`config.mk`:
```
export PLATFORM = sky130hd
export DESIGN_NAME = stack_ctrl
export DESIGN_NICKNAME = d
export VERILOG_FILES = /design/src/rtl/stack_ctrl.sv
export SDC_FILE = /design/constraint.sdc
export NUM_CORES = 1
export LEC_CHECK = 0
export BUFFER_PORTS_ARGS = -buffer_cell sky130_fd_sc_hd__buf_2
export CORE_ASPECT_RATIO = 1.25
export CORE_MARGIN = 5
export CORE_UTILIZATION = 53
export DETAILED_ROUTE_END_ITERATION = 8
export GPL_ROUTABILITY_DRIVEN = 0
export PLACE_DENSITY = 0.87
export SLEW_MARGIN = 15
export SYNTH_ARGS = -nofsm -noshare
export SYNTH_HDL_FRONTEND = slang
export SYNTH_SLANG_ARGS = --single-unit
```
`constraint.sdc`:
```
create_clock -name clk -period 3.2 [get_ports clk]
set_clock_uncertainty 0.05 [all_clocks]
set_input_delay 0.32 -clock clk [delete_from_list [all_inputs] [get_ports clk]]
set_output_delay 0.32 -clock clk [all_outputs]
set_load 0.005 [all_outputs]
```
`src/rtl/stack_ctrl.sv`:
```
// Push/pop sequencer between the control unit, the register bank (r16 = SP) and a
// single-beat data memory. One operation in flight; the bank applies SP changes via incdec.
module stack_ctrl #(
    parameter int unsigned STACK_TOP   = 900,
    parameter int unsigned STACK_LIMIT = 512,
    parameter int unsigned TIMEOUT     = 16
) (
    input  logic        clk,
    input  logic        rst_n,
    input  logic        req_valid,
    output logic        req_ready,
    input  logic        push,
    input  logic        pop,
    input  logic [4:0]  reg_sel,
    input  logic [31:0] sp_in,
    output logic [4:0]  rf_rd,
    output logic        rf_re,
    input  logic [31:0] rf_rdata,
    output logic [4:0]  rf_wr,
    output logic        rf_we,
    output logic [31:0] rf_wdata,
    output logic [1:0]  incdec,
    output logic [31:0] mem_addr,
    output logic [31:0] mem_wdata,
    output logic        mem_we,
    output logic        mem_re,
    input  logic [31:0] mem_rdata,
    input  logic        mem_ack,
    output logic        done,
    output logic [1:0]  err
);

    localparam int CNT_W = $clog2(TIMEOUT + 1);

    localparam logic [1:0] ERR_NONE   = 2'd0;
    localparam logic [1:0] ERR_OVF    = 2'd1;
    localparam logic [1:0] ERR_UNF    = 2'd2;
    localparam logic [1:0] ERR_TMO    = 2'd3;
    localparam logic [1:0] INCDEC_INC = 2'b01;
    localparam logic [1:0] INCDEC_DEC = 2'b10;

    typedef enum logic [2:0] {
        S_IDLE,
        S_RDREG,
        S_MEMWR,
        S_MEMRD,
        S_WB,
        S_SPUPD,
        S_ERR
    } state_t;

    state_t            r_state;
    state_t            w_state_nxt;
    logic              r_is_push;
    logic [4:0]        r_reg_sel;
    logic [31:0]       r_sp_q;
    logic [31:0]       r_wdata_q;
    logic [31:0]       r_rdata_q;
    logic [1:0]        r_err_code;
    logic [CNT_W-1:0]  r_cnt;

    logic              w_accept;
    logic              w_push_ovf;
    logic              w_pop_unf;
    logic              w_limit;
    logic              w_in_mem;

    // req_ready is gated by rst_n so it reads low for the whole reset, not just after the first edge.
    assign req_ready  = rst_n && (r_state == S_IDLE);
    assign w_accept   = req_valid && req_ready && (push || pop);
    assign w_push_ovf = ({1'b0, sp_in} < (33'(STACK_LIMIT) + 33'd4));
    assign w_pop_unf  = (sp_in >= 32'(STACK_TOP));
    assign w_limit    = (r_cnt == CNT_W'(TIMEOUT - 1));
    assign w_in_mem   = (r_state == S_MEMWR) || (r_state == S_MEMRD);

    // NOTE: sequential state uses non-blocking assignments so every register samples pre-edge values.
    always_ff @(posedge clk) begin
        if (!rst_n) begin
            r_state <= S_IDLE;
        end else begin
            r_state <= w_state_nxt;
        end
    end

    // NOTE: every output and the next state get a default first, so no path can infer a latch.
    always_comb begin
        w_state_nxt = r_state;
        rf_rd       = '0;
        rf_re       = 1'b0;
        rf_wr       = '0;
        rf_we       = 1'b0;
        rf_wdata    = '0;
        incdec      = 2'b00;
        mem_addr    = '0;
        mem_wdata   = '0;
        mem_we      = 1'b0;
        mem_re      = 1'b0;
        done        = 1'b0;
        err         = ERR_NONE;

        unique case (r_state)
            S_IDLE: begin
                if (w_accept) begin
                    if (push) begin
                        w_state_nxt = w_push_ovf ? S_ERR : S_RDREG;
                    end else begin
                        w_state_nxt = w_pop_unf ? S_ERR : S_MEMRD;
                    end
                end
            end
            S_RDREG: begin
                rf_re       = 1'b1;
                rf_rd       = r_reg_sel;
                w_state_nxt = S_MEMWR;
            end
            S_MEMWR: begin
                mem_we    = 1'b1;
                mem_addr  = r_sp_q - 32'd4;
                mem_wdata = r_wdata_q;
                // An ack on the limit cycle still completes normally.
                if (mem_ack) begin
                    w_state_nxt = S_SPUPD;
                end else if (w_limit) begin
                    w_state_nxt = S_ERR;
                end
            end
            S_MEMRD: begin
                mem_re   = 1'b1;
                mem_addr = r_sp_q;
                if (mem_ack) begin
                    w_state_nxt = S_WB;
                end else if (w_limit) begin
                    w_state_nxt = S_ERR;
                end
            end
            S_WB: begin
                rf_we       = 1'b1;
                rf_wr       = r_reg_sel;
                rf_wdata    = r_rdata_q;
                w_state_nxt = S_SPUPD;
            end
            S_SPUPD: begin
                incdec      = r_is_push ? INCDEC_DEC : INCDEC_INC;
                done        = 1'b1;
                w_state_nxt = S_IDLE;
            end
            S_ERR: begin
                done        = 1'b1;
                err         = r_err_code;
                w_state_nxt = S_IDLE;
            end
            default: begin
                w_state_nxt = S_IDLE;
            end
        endcase
    end

    always_ff @(posedge clk) begin
        if (!rst_n) begin
            r_is_push  <= 1'b0;
            r_reg_sel  <= '0;
            r_sp_q     <= '0;
            r_wdata_q  <= '0;
            r_rdata_q  <= '0;
            r_err_code <= ERR_NONE;
            r_cnt      <= '0;
        end else begin
            if (w_accept) begin
                r_is_push  <= push;
                r_reg_sel  <= reg_sel;
                r_sp_q     <= sp_in;
                r_err_code <= push ? (w_push_ovf ? ERR_OVF : ERR_NONE)
                                   : (w_pop_unf  ? ERR_UNF : ERR_NONE);
            end

            if (r_state == S_RDREG) begin
                r_wdata_q <= rf_rdata;
            end

            if ((r_state == S_MEMRD) && mem_ack) begin
                r_rdata_q <= mem_rdata;
            end

            if (w_in_mem && !mem_ack && w_limit) begin
                r_err_code <= ERR_TMO;
            end

            // Counter sits at zero outside the memory states, so it is clear on entry.
            if (!w_in_mem) begin
                r_cnt <= '0;
            end else if (!mem_ack) begin
                r_cnt <= r_cnt + CNT_W'(1);
            end
        end
    end

endmodule
```
==> metrics.md <==
| Metric | Value |
|---|---|
| Status | `finished clean` |
| DR vias/cell | `5.46` |
| Worst Hold Class | `in2reg` |
| Cell taking the most area after synthesis | `dfxtp_1` |
| Vias in the first global route | `around 5200` |
| CTS tree | `yes` |
| Max transition margin | `~24%` |
| Setup tns final | `0 ps` |
| Synth Instances | `752` |
| Crit path launch type | `flip-flop` |
| Max Cap Viol | `0` |
| Critical Path RT | `around 2800 ps` |
| # IOs | `223` |
| First-pass GRT wire length | `24800 um` |
| Hold Buf Count CTS | `0` |
| Worst reg2reg path depth | `5` |
| Period utilization | `~90%` |
| Starting Density | `around 54%` |
| Top cell type's share of synthesized area | `40.7%` |
| Worst-Margin Slew | `1130 ps` |
| RSZ-0062 raised after global routing | `false` |
| Post-route ant nets | `0` |
| Synth async-reset ratio | `0%` |
| Ranking of synthesized cells by area | `dfxtp_1 (41%), nand2_1 (14%), a21oi_1 (10%)` |
| LEAKAGE | `3.30 nW` |
| Syn_area_per_cell | `7.33 um2` |
| Pwr Density | `roughly 480 nW/um2` |
| Maximum number of pins on one net before global-route repair | `44` |
| Core ar. | `10200 um2` |
| R2R Setup Slk | `roughly 800 ps` |
| Min Hold Slack | `157 ps` |
| Hold-critical path depth | `3` |
| Post-placement cell count | `between 1000 and 1500` |
| Skew-Pair Late Insertion Delay | `340 ps` |
| Hold_sp | `mem_rdata[9]` |
| Final nets | `approximately 1100` |
| Via count | `approximately 5900` |
| CP endpoint kind | `output port` |
| Final Non-Filler Cells | `between 1000 and 1500` |
| Root Driver | `clkbuf_16` |
| Worst reg2reg endpoint | `r_rdata_q[10]` |
| Post-CTS Setup Repair Bufs | `0` |
| TritonCTS sink count | `112` |
| Row Count | `41` |
| Port buffer count | `between 200 and 250` |
| H-tree levels | `3` |
| VDD IR max | `0.334 mV` |
| Mapped cell area | `around 5500 um2` |
| Total track usage | `24.6%` |
| Slowest CP cell | `or4_4` |
| Routed len/inst | `15.1 um` |
| Antenna violations before repair | `1` |
| Max-slew violations | `0` |
| Post-route minimum period | `2830 ps` |
| Clock-pin slew of the registers on the worst-case setup and hold paths | `about 70 ps` |
| Die height | `124 um` |
| DP Wirelength | `11600 um` |
| Synthesized Nets | `between 800 and 900` |
| Unique masters post-synth | `46` |
| Fin. Hold Viols | `0` |
| Fmax | `354 MHz` |
| DRT iter0 DRCs | `306` |
| Crit-path max cell delay | `580 ps` |
| Cell breakdown of the critical path | `or4_4 -> or3_1 -> or4_1 -> a21oi_1 -> buf_2` |
| Sequential share of the synthesized area | `40.7%` |
| Fin util | `68.5%` |
| Post-synth EDFFs | `0` |
| Yosys warnings | `0` |
| Layout cells sized above 1 | `27.4%` |
| Critical path type | `reg2out` |
| DIE AREA | `12600 um2` |
| Reg2reg start | `r_state[1]` |
| Synth-to-layout area growth | `26.2%` |
| Clock Tree Buf Depth | `2` |
| Register bit total from synthesis | `112` |
| Setup violators final | `0` |
| CTS resizes | `0` |
| Final WL | `16200 um` |
| Main flop type after synthesis | `dfxtp_1` |
| Die X | `slightly above 100 um` |
| TritonRoute pass-1 iters | `5` |
| GR Overflow Total | `0` |
| DRC Markers | `0` |
| Hold Crit Endpoint | `r_rdata_q[9]` |
| Crit path launch | `r_sp_q[4]` |
| CP max FO | `9` |
| Worst EP arrival | `2460 ps` |
| Num CTS Buffers | `9` |
-- critical path: cells and delay by family, from the launching register on --
family / cells / cell delay [ps]
buffers and inverters: 1 / 120
flip-flops: 1 / 360
AO/OA/AOI/OAI: 1 / 140
AND/OR/NAND/NOR: 3 / 1480
-- area by class of cell --
class	count	area, um2
Clock inverter	3	17.5
Inverter	5	18.8
Sequential cell	112	2240
Timing Repair Buffer	237	1240
Tap cell	129	161
Fill cell	913	3200
Multi-Input combinational cell	576	3020
Clock buffer	12	256
Antenna cell	1	2.50
-- cells in the final DEF (no fill, tap or decap), types with 3 or more instances in the layout --
cell type | netlist | routed
a21oi_1 | 114 | 114
and2_1 | 42 | 42
and3_1 | 43 | 43
buf_2 | 10 | 222
buf_4 | 0 | 14
clkbuf_16 | 0 | 9
dfxtp_1 | 112 | 112
ha_1 | 3 | 3
inv_1 | 5 | 4
mux2i_1 | 5 | 5
nand2_1 | 213 | 213
nand2b_1 | 14 | 14
nand3_1 | 6 | 6
nand4b_1 | 3 | 3
nor2_1 | 28 | 27
nor2b_1 | 3 | 3
nor3_1 | 6 | 6
nor4_1 | 11 | 11
o21ai_0 | 7 | 7
o311ai_0 | 5 | 5
o31ai_1 | 6 | 6
o41ai_1 | 4 | 4
or3_1 | 13 | 13
or4_1 | 9 | 9
xnor2_1 | 6 | 6
xor2_1 | 9 | 9
-- power by group --
group	internal [W]	total [W]	switching (W)	leakage, nW
sequential	0.00147	0.00152	0.0000579	0.907
combinational	0.000297	0.000764	0.000467	2.26
clock	0.000565	0.00105	0.000484	0.134
-- synth_stat cells, types with 2 or more instances --
library cell,number
nand4b_1,3
o21a_1,2
nand2_1,213
ha_1,3
xnor2_1,6
and4b_1,2
nand2b_1,14
or3_1,13
nand3_1,6
nor3_1,6
inv_1,5
and3_1,43
o31ai_1,6
or3b_2,2
nor4_1,11
or4_1,9
o21ai_0,7
clkbuf_1,48
and2_1,42
buf_2,10
mux2i_1,5
xor2_1,9
nor3b_1,2
dfxtp_1,112
o311ai_0,5
a21oi_1,114
o41ai_1,4
nor2_1,28
nor2b_1,3
a31oi_1,2
nand4_1,2
-- state kept, by name, indices dropped and copies added, names as in the netlist --
| name | count |
|---|---|
| r_state | 3 |
| r_wdata_q | 32 |
| r_reg_sel | 5 |
| r_is_push | 1 |
| r_err_code | 2 |
| r_sp_q | 32 |
| r_rdata_q | 32 |
| r_cnt | 5 |
-- per-stage QoR --
| stage | total power, W | setup slack (ps) | cell area (um2) |
|---|---|---|---|
| 2_1_floorplan | 0.00205 | 909 | 5520 |
| 4_1_cts | 0.00335 | 372 | 6960 |
| 3_5_place_dp | 0.00231 | 762 | 6680 |
| 6_report | 0.00334 | 371 | 6960 |
| 3_3_place_gp | 0.00230 | 765 | 6680 |
| 5_1_grt | 0.00350 | 168 | 6960 |
-- how the worst max path moves through the flow --
stage	end	cells after the start	slack, ps
6_report	mem_addr[23]	5	370
5_1_grt	mem_addr[24]	8	170
4_1_cts	mem_addr[30]	5	370
3_5_place_dp	mem_addr[30]	5	760
3_3_place_gp	mem_addr[23]	5	760
2_1_floorplan	mem_addr[23]	7	910
-- kinds of logic (layout without fill, tap and decap cells) --
kind of cell	Yosys count	in the layout	synth area share [%]
and+or+nand+nor	406	406	36.0
AOI/OAI and AO/OA	147	147	14.8
DFF	112	112	40.7
buffers and inverters	64	257	4.58
xor gates and xnor gates	15	15	2.38
muxes	5	5	0.907
adders and majority gates	3	3	0.681
other	0	1	0
-- metal layers --
layer | global-route usage, % | vias up | wire (um)
met5 | 0 | - | 0
met4 | 10.5 | 0 | 458
met3 | 4.71 | 35 | 1290
met2 | 42.1 | 220 | 8130
met1 | 29.9 | 2697 | 6300
li1 | - | 2914 | -
Note: power is estimated with default switching activity, not from simulation.
